## src/rtl/snf_rxreq_if.sv

```systemverilog
// CHI REQ flit type plus the link/memory-controller bundle seen by the SN-F receiver.
// The HN-F/MC side uses master; the receiver uses slave.
package snf_rxreq_pkg;
  typedef struct packed {
    logic [3:0]  qos;
    logic [6:0]  tgtid;
    logic [6:0]  srcid;
    logic [7:0]  txnid;
    logic [5:0]  opcode;
    logic [2:0]  size;
    logic [47:0] addr;
  } reqflit_t;

  localparam logic [5:0] OP_LCRDRETURN = 6'h00;
endpackage

interface snf_rxreq_if;
  import snf_rxreq_pkg::*;

  reqflit_t RXREQFLIT;
  logic     RXREQFLITV;
  logic     RXREQFLITPEND;
  logic     RXREQLCRDV;
  reqflit_t rxreqflit;
  logic     rxreq_valid;
  logic     rxreq_ready;

  modport master (
    output RXREQFLIT, RXREQFLITV, RXREQFLITPEND, rxreq_ready,
    input  RXREQLCRDV, rxreqflit, rxreq_valid
  );

  modport slave (
    input  RXREQFLIT, RXREQFLITV, RXREQFLITPEND, rxreq_ready,
    output RXREQLCRDV, rxreqflit, rxreq_valid
  );
endinterface

```

## src/rtl/snf_rxreq.sv

```systemverilog
// SN-F CHI REQ receiver: grants link credits, buffers request flits in a DEPTH-entry
// FIFO for the memory controller, absorbs ReqLCrdReturn and flags uncredited flits.
module snf_rxreq
  import snf_rxreq_pkg::*;
#(
  parameter int DEPTH = 4,
  parameter int CW    = $clog2(DEPTH + 1)
) (
  input  logic          clock,
  input  logic          reset,
  snf_rxreq_if.slave    rx,
  output logic [CW-1:0] crd_cnt,
  output logic [CW-1:0] occupancy,
  output logic          err_no_credit
);

  localparam int PW = (DEPTH > 1) ? $clog2(DEPTH) : 1;

  logic [CW-1:0] crd_q, crd_d, occ_q, occ_d;
  logic          lcrdv_q, lcrdv_d, err_q;
  logic [PW-1:0] wr_q, rd_q;
  reqflit_t      mem_q [DEPTH];
  logic          consume, push, pop, flit_bad;
  logic          unused_pend;

  assign unused_pend = rx.RXREQFLITPEND;

  function automatic logic [PW-1:0] ptr_inc(input logic [PW-1:0] p);
    return (p == PW'(DEPTH - 1)) ? '0 : p + 1'b1;
  endfunction

  always_comb begin
    consume  = rx.RXREQFLITV && (crd_q != '0);
    flit_bad = rx.RXREQFLITV && (crd_q == '0);
    push     = consume && (rx.RXREQFLIT.opcode != OP_LCRDRETURN);
    pop      = (occ_q != '0) && rx.rxreq_ready;
    crd_d    = crd_q + CW'(lcrdv_q) - CW'(consume);
    occ_d    = occ_q + CW'(push) - CW'(pop);
    // Grant while granted-but-unused credits plus held entries leave a free slot.
    lcrdv_d  = ({1'b0, crd_d} + {1'b0, occ_d}) < (CW+1)'(DEPTH);
  end

  always_ff @(posedge clock) begin
    if (reset) begin
      crd_q   <= '0;
      occ_q   <= '0;
      lcrdv_q <= 1'b0;
      err_q   <= 1'b0;
      wr_q    <= '0;
      rd_q    <= '0;
    end else begin
      crd_q   <= crd_d;
      occ_q   <= occ_d;
      lcrdv_q <= lcrdv_d;
      if (flit_bad) err_q <= 1'b1;
      if (push)     wr_q  <= ptr_inc(wr_q);
      if (pop)      rd_q  <= ptr_inc(rd_q);
    end
  end

  // Storage carries no reset; only the pointers and counters define validity.
  always_ff @(posedge clock) begin
    if (push) mem_q[wr_q] <= rx.RXREQFLIT;
  end

  assign rx.RXREQLCRDV  = lcrdv_q;
  assign rx.rxreq_valid = (occ_q != '0);
  assign rx.rxreqflit   = mem_q[rd_q];
  assign crd_cnt        = crd_q;
  assign occupancy      = occ_q;
  assign err_no_credit  = err_q;

endmodule

```

## src/flat_wrapper.sv

```systemverilog
// flat-port wrapper written by rule: the top's interface ports become plain ports
module snf_rxreq_flat import snf_rxreq_pkg::*;
#(
  parameter int DEPTH = 4,
  parameter int CW    = $clog2(DEPTH + 1)
)
  (clock, reset, crd_cnt, occupancy, err_no_credit, rx_RXREQFLIT, rx_RXREQFLITV, rx_RXREQFLITPEND, rx_rxreq_ready, rx_RXREQLCRDV, rx_rxreqflit, rx_rxreq_valid);
  snf_rxreq_if rx_i ();
  input  logic clock;
  input  logic reset;
  output logic [CW-1:0] crd_cnt;
  output logic [CW-1:0] occupancy;
  output logic err_no_credit;
  input wire logic [$bits(rx_i.RXREQFLIT)-1:0] rx_RXREQFLIT;
  input wire logic [$bits(rx_i.RXREQFLITV)-1:0] rx_RXREQFLITV;
  input wire logic [$bits(rx_i.RXREQFLITPEND)-1:0] rx_RXREQFLITPEND;
  input wire logic [$bits(rx_i.rxreq_ready)-1:0] rx_rxreq_ready;
  output wire logic [$bits(rx_i.RXREQLCRDV)-1:0] rx_RXREQLCRDV;
  output wire logic [$bits(rx_i.rxreqflit)-1:0] rx_rxreqflit;
  output wire logic [$bits(rx_i.rxreq_valid)-1:0] rx_rxreq_valid;
  assign rx_i.RXREQFLIT = rx_RXREQFLIT;
  assign rx_i.RXREQFLITV = rx_RXREQFLITV;
  assign rx_i.RXREQFLITPEND = rx_RXREQFLITPEND;
  assign rx_i.rxreq_ready = rx_rxreq_ready;
  assign rx_RXREQLCRDV = rx_i.RXREQLCRDV;
  assign rx_rxreqflit = rx_i.rxreqflit;
  assign rx_rxreq_valid = rx_i.rxreq_valid;
  snf_rxreq #(.DEPTH(DEPTH), .CW(CW)) u_core (.clock(clock), .reset(reset), .rx(rx_i), .crd_cnt(crd_cnt), .occupancy(occupancy), .err_no_credit(err_no_credit));
endmodule
```

## config.mk

```make
export PLATFORM = sky130hd
export DESIGN_NAME = snf_rxreq_flat
export DESIGN_NICKNAME = d
export VERILOG_FILES = /design/src/rtl/snf_rxreq_if.sv /design/src/rtl/snf_rxreq.sv /design/src/flat_wrapper.sv
export SDC_FILE = /design/constraint.sdc
export NUM_CORES = 1
export LEC_CHECK = 0
export CORE_AREA = 2 2 157 159
export CTS_CLUSTER_DIAMETER = 50
export CTS_CLUSTER_SIZE = 16
export DETAILED_ROUTE_END_ITERATION = 10
export DIE_AREA = 0 0 159 161
export PLACE_DENSITY = 0.78
export SLEW_MARGIN = 20
export SYNTH_ARGS = -nofsm -noshare
export SYNTH_HDL_FRONTEND = slang
export SYNTH_SLANG_ARGS = --single-unit
```

## constraint.sdc

```tcl
create_clock -name clock -period 5.3 [get_ports clock]
set_clock_uncertainty 0.2 [all_clocks]
set_input_delay 1.59 -clock clock [delete_from_list [all_inputs] [get_ports clock]]
set_output_delay 1.59 -clock clock [all_outputs]
set_load 0.02 [all_outputs]
```

==> summary.txt <==
Flop pwr share = 44.3%
Part of the power in combinational logic = 27.5%
Register area share after synthesis = 80.3%
Via count of the first global-routing pass = 6358
Number of DRC markers in iteration 0 = 367
Starting Density = 53.2%
Instance count of the mapped netlist = 511
Final worst-path cycle share = 87.0%
Layout Area Growth over Synthesis = 25.3%
Port bufs = 178
Nature of the critical path startpoint = register
Cell area after layout = 16000 µm²
Top cells by count, synth = 332 x edfxtp_1, 83 x mux4_2, 14 x dfxtp_1
I/O pin cnt = 180
Main area contributors after synthesis = edfxtp_1 78%, mux4_2 15%, dfxtp_1 2.2%
Worst path buffer plus inverter count = 2
Crit end category = output pin
Fillcell total = 1558
Post-layout min period = 4.61 ns
Total congestion overflow after global routing = 0
Combined global-route utilization of all metal layers = 18.3%
Largest stage delay on the critical path = 0.68 ns
Number of synthesized flops with an enable pin = 332
Quantity of hold-fixing buffers added after cts = 0
Number of antenna violations at the first check in global routing = 0
Netlist Area Pre-Place = 12800 µm²
Core area = 24000 µm²
Maximum number of pins on one net before global-route repair = 52
Final routed DRC violation total = 0
Outcome = completed
Clock Tree Buf Depth = 3
Power density normalized to cell area = 493 nW/µm²
Unique cell type count in the Yosys netlist = 26
Delay-heaviest family, CP = buffers and inverters
Detailed Place HPWL = 14.4 mm
Total of endpoints with negative setup slack in the final report = 0
Clock latency at the later pin of the worst-skew pair = 0.56 ns
Clock tree from TritonCTS = yes
Total leakage power = 5.07 nW
TritonCTS Sinks = 346
Post-cts resize count = 0
Most common cell in the netlist = edfxtp_1
Critical path class = reg2out
Register bit count reported by yosys = 346
Ant diodes = 0
Internal power = 5.75 mW
Worst Max-Slew Pin Slew = 0.607 ns
Max rail drop VDD = 328 µV
Final sum of negative setup slack = 0 ns
Final hold violation count = 0
Cell type contributing the most total cell area after synthesis = edfxtp_1
Internal reg-to-reg setup slack = 1.90 ns
Max-slew headroom = 59.5%
Data arrival time at the worst-slack endpoint = 2.82 ns
RD Place Congestion = 0.761
Worst-path cell with the longest stage delay = dfxtp_4
Largest fanout on the critical path = 46
Number of buffers created by CTS = 30
Final Max Tran Viols = 0
Number of vias per cell = 5.58
YS warnings = 0
Chip height = 161 µm
Syn_area_per_cell = 25.0 µm²
Pre-antenna DRT Iters = 4
Endpoint required time on the critical path = 3.51 ns
Top-area cell type share of the netlist area = 78.1%
RSZ-0062 raised after global routing = false
Post-CTS Setup Repair Bufs = 0
Critical path cell sequence = buf_12 > mux4_2 > clkdlybuf4s50_1
Detailed-route wire length = 23.4 mm
Placed standard-cell area = 15000 µm²
WL/cell = 22.1 µm
Die boundary width = 159 µm
Share of post-route cells with drive strength above 1 = 20.4%
Post-synth net total = 612
Overall die area = 25600 µm²
Maximum level of the CTS H-tree = 1
Number of maximum-capacitance constraint violations = 0
Switching Power = 2.14 mW
Clock Root Buffer = clkbuf_16
Number of antenna-violating nets in the routed design = 0
Primary flip-flop cell chosen by synthesis mapping = edfxtp_1
Count of standard-cell rows = 57
Proportion of total power due to net switching = 27.2%
Clock power share = 28.2%
Net total in the final layout = 814
Reg clk slew, reported paths = 0.06 ns
Wire length of the first global-routing pass = 36.0 mm
Share of flip-flops with an asynchronous set or reset = 0%
Total via count after detailed routing = 5894
Class of the tightest hold or removal check = reg2reg
Fmax achieved = 217 MHz
## cell families (layout without fill, tap and decap cells)
family | Yosys count | after routing | share of synthesized area, %
compound gates | 6 | 6 | 0.422
xor+xnor | 4 | 4 | 0.275
fa+ha+maj | 13 | 13 | 1.39
buf+inv | 31 | 252 | 1.47
flops | 346 | 346 | 80.3
mux | 86 | 86 | 14.9
simple gates | 25 | 25 | 1.20
## worst register-to-register path, stage by stage (launching register included)
cell	delay, ns
dfxtp_1	0.38
nor3_2	0.35
nor2_1	0.08
ha_1	0.28
inv_1	0.06
ha_1	0.13
inv_1	0.05
fa_1	0.41
xnor2_1	0.23
xnor2_1	0.19
ha_1	0.28
or4_1	0.52
a31oi_1	0.18
## cells in the final DEF, fill, tap and decap left out, drive strengths merged, types with 2 or more instances in the layout
| master | n |
|---|---|
| a21oi | 3 |
| and2 | 4 |
| buf | 11 |
| bufinv | 5 |
| clkbuf | 33 |
| clkdlybuf4s50 | 178 |
| clkinv | 6 |
| clkinvlp | 3 |
| dfxtp | 14 |
| edfxtp | 332 |
| fa | 2 |
| ha | 11 |
| inv | 16 |
| mux2i | 2 |
| mux4 | 83 |
| nand2b | 2 |
| nor2 | 8 |
| nor2b | 4 |
| nor3 | 2 |
| or3 | 2 |
| xnor2 | 4 |
## power by group through the flow
stage	Clock (mW)	Sequential [mW]	Combinational [mW]
2_1_floorplan	0	3.52	1.30
3_3_place_gp	0	3.53	2.16
3_5_place_dp	0	3.56	2.20
4_1_cts	2.27	3.50	2.21
5_1_grt	2.37	3.53	2.31
6_report	2.22	3.50	2.17
## stage by stage
step	power (mW)	cells	setup slack (ns)	hold WS, ns	util (%)
final	7.89	1056	0.688	0.301	66.7
after global routing	8.21	1056	0.484	0.329	66.7
after CTS	7.98	1056	0.593	0.301	66.7
after detailed placement	5.76	1005	0.253	0.288	62.5
after global placement	5.68	1005	0.494	0.256	62.5
after floorplan	4.81	511	0.706	0.271	-
## final timing paths
check,startpoint,to,depth (start not counted)
max reg2reg,u_core.crd_cnt[1]$_SDFF_PP0_,u_core.rx.RXREQLCRDV$_SDFF_PP0_,12
min reg2reg,u_core.rd_q[0]$_SDFFE_PP0P_,register,2
min,u_core.rd_q[0]$_SDFFE_PP0P_,register,2
max,register,rx_rxreqflit[44],3
## metal layers
| layer | wire [µm] | GRT usage [%] | vias up |
|---|---|---|---|
| met5 | 0 | 0 | - |
| met4 | 398 | 4.17 | 0 |
| met3 | 1400 | 3.54 | 41 |
| met2 | 11900 | 32.1 | 185 |
| met1 | 9650 | 24.2 | 3112 |
| li1 | - | - | 2556 |
## area by class of cell
type	instances	area, µm²	share of cell area [%]
flip-flops and latches	346	10300	64.1
clock inverters	18	251	1.57
repair buffers	189	1940	12.1
clock buffers	33	762	4.77
inverters	12	45.0	0.282
multi-input cells	134	2330	14.6
well taps	324	405	2.54
## registers in the layout (all words and copies together) (netlist names), named ones only
name	cells
u_core.rd_q	2
u_core.wr_q	2
u_core.err_no_credit	1
u_core.crd_cnt	3
u_core.rx.RXREQLCRDV	1
u_core.occupancy	3
u_core.mem_q	332
Note: power is estimated with default switching activity, not from simulation.
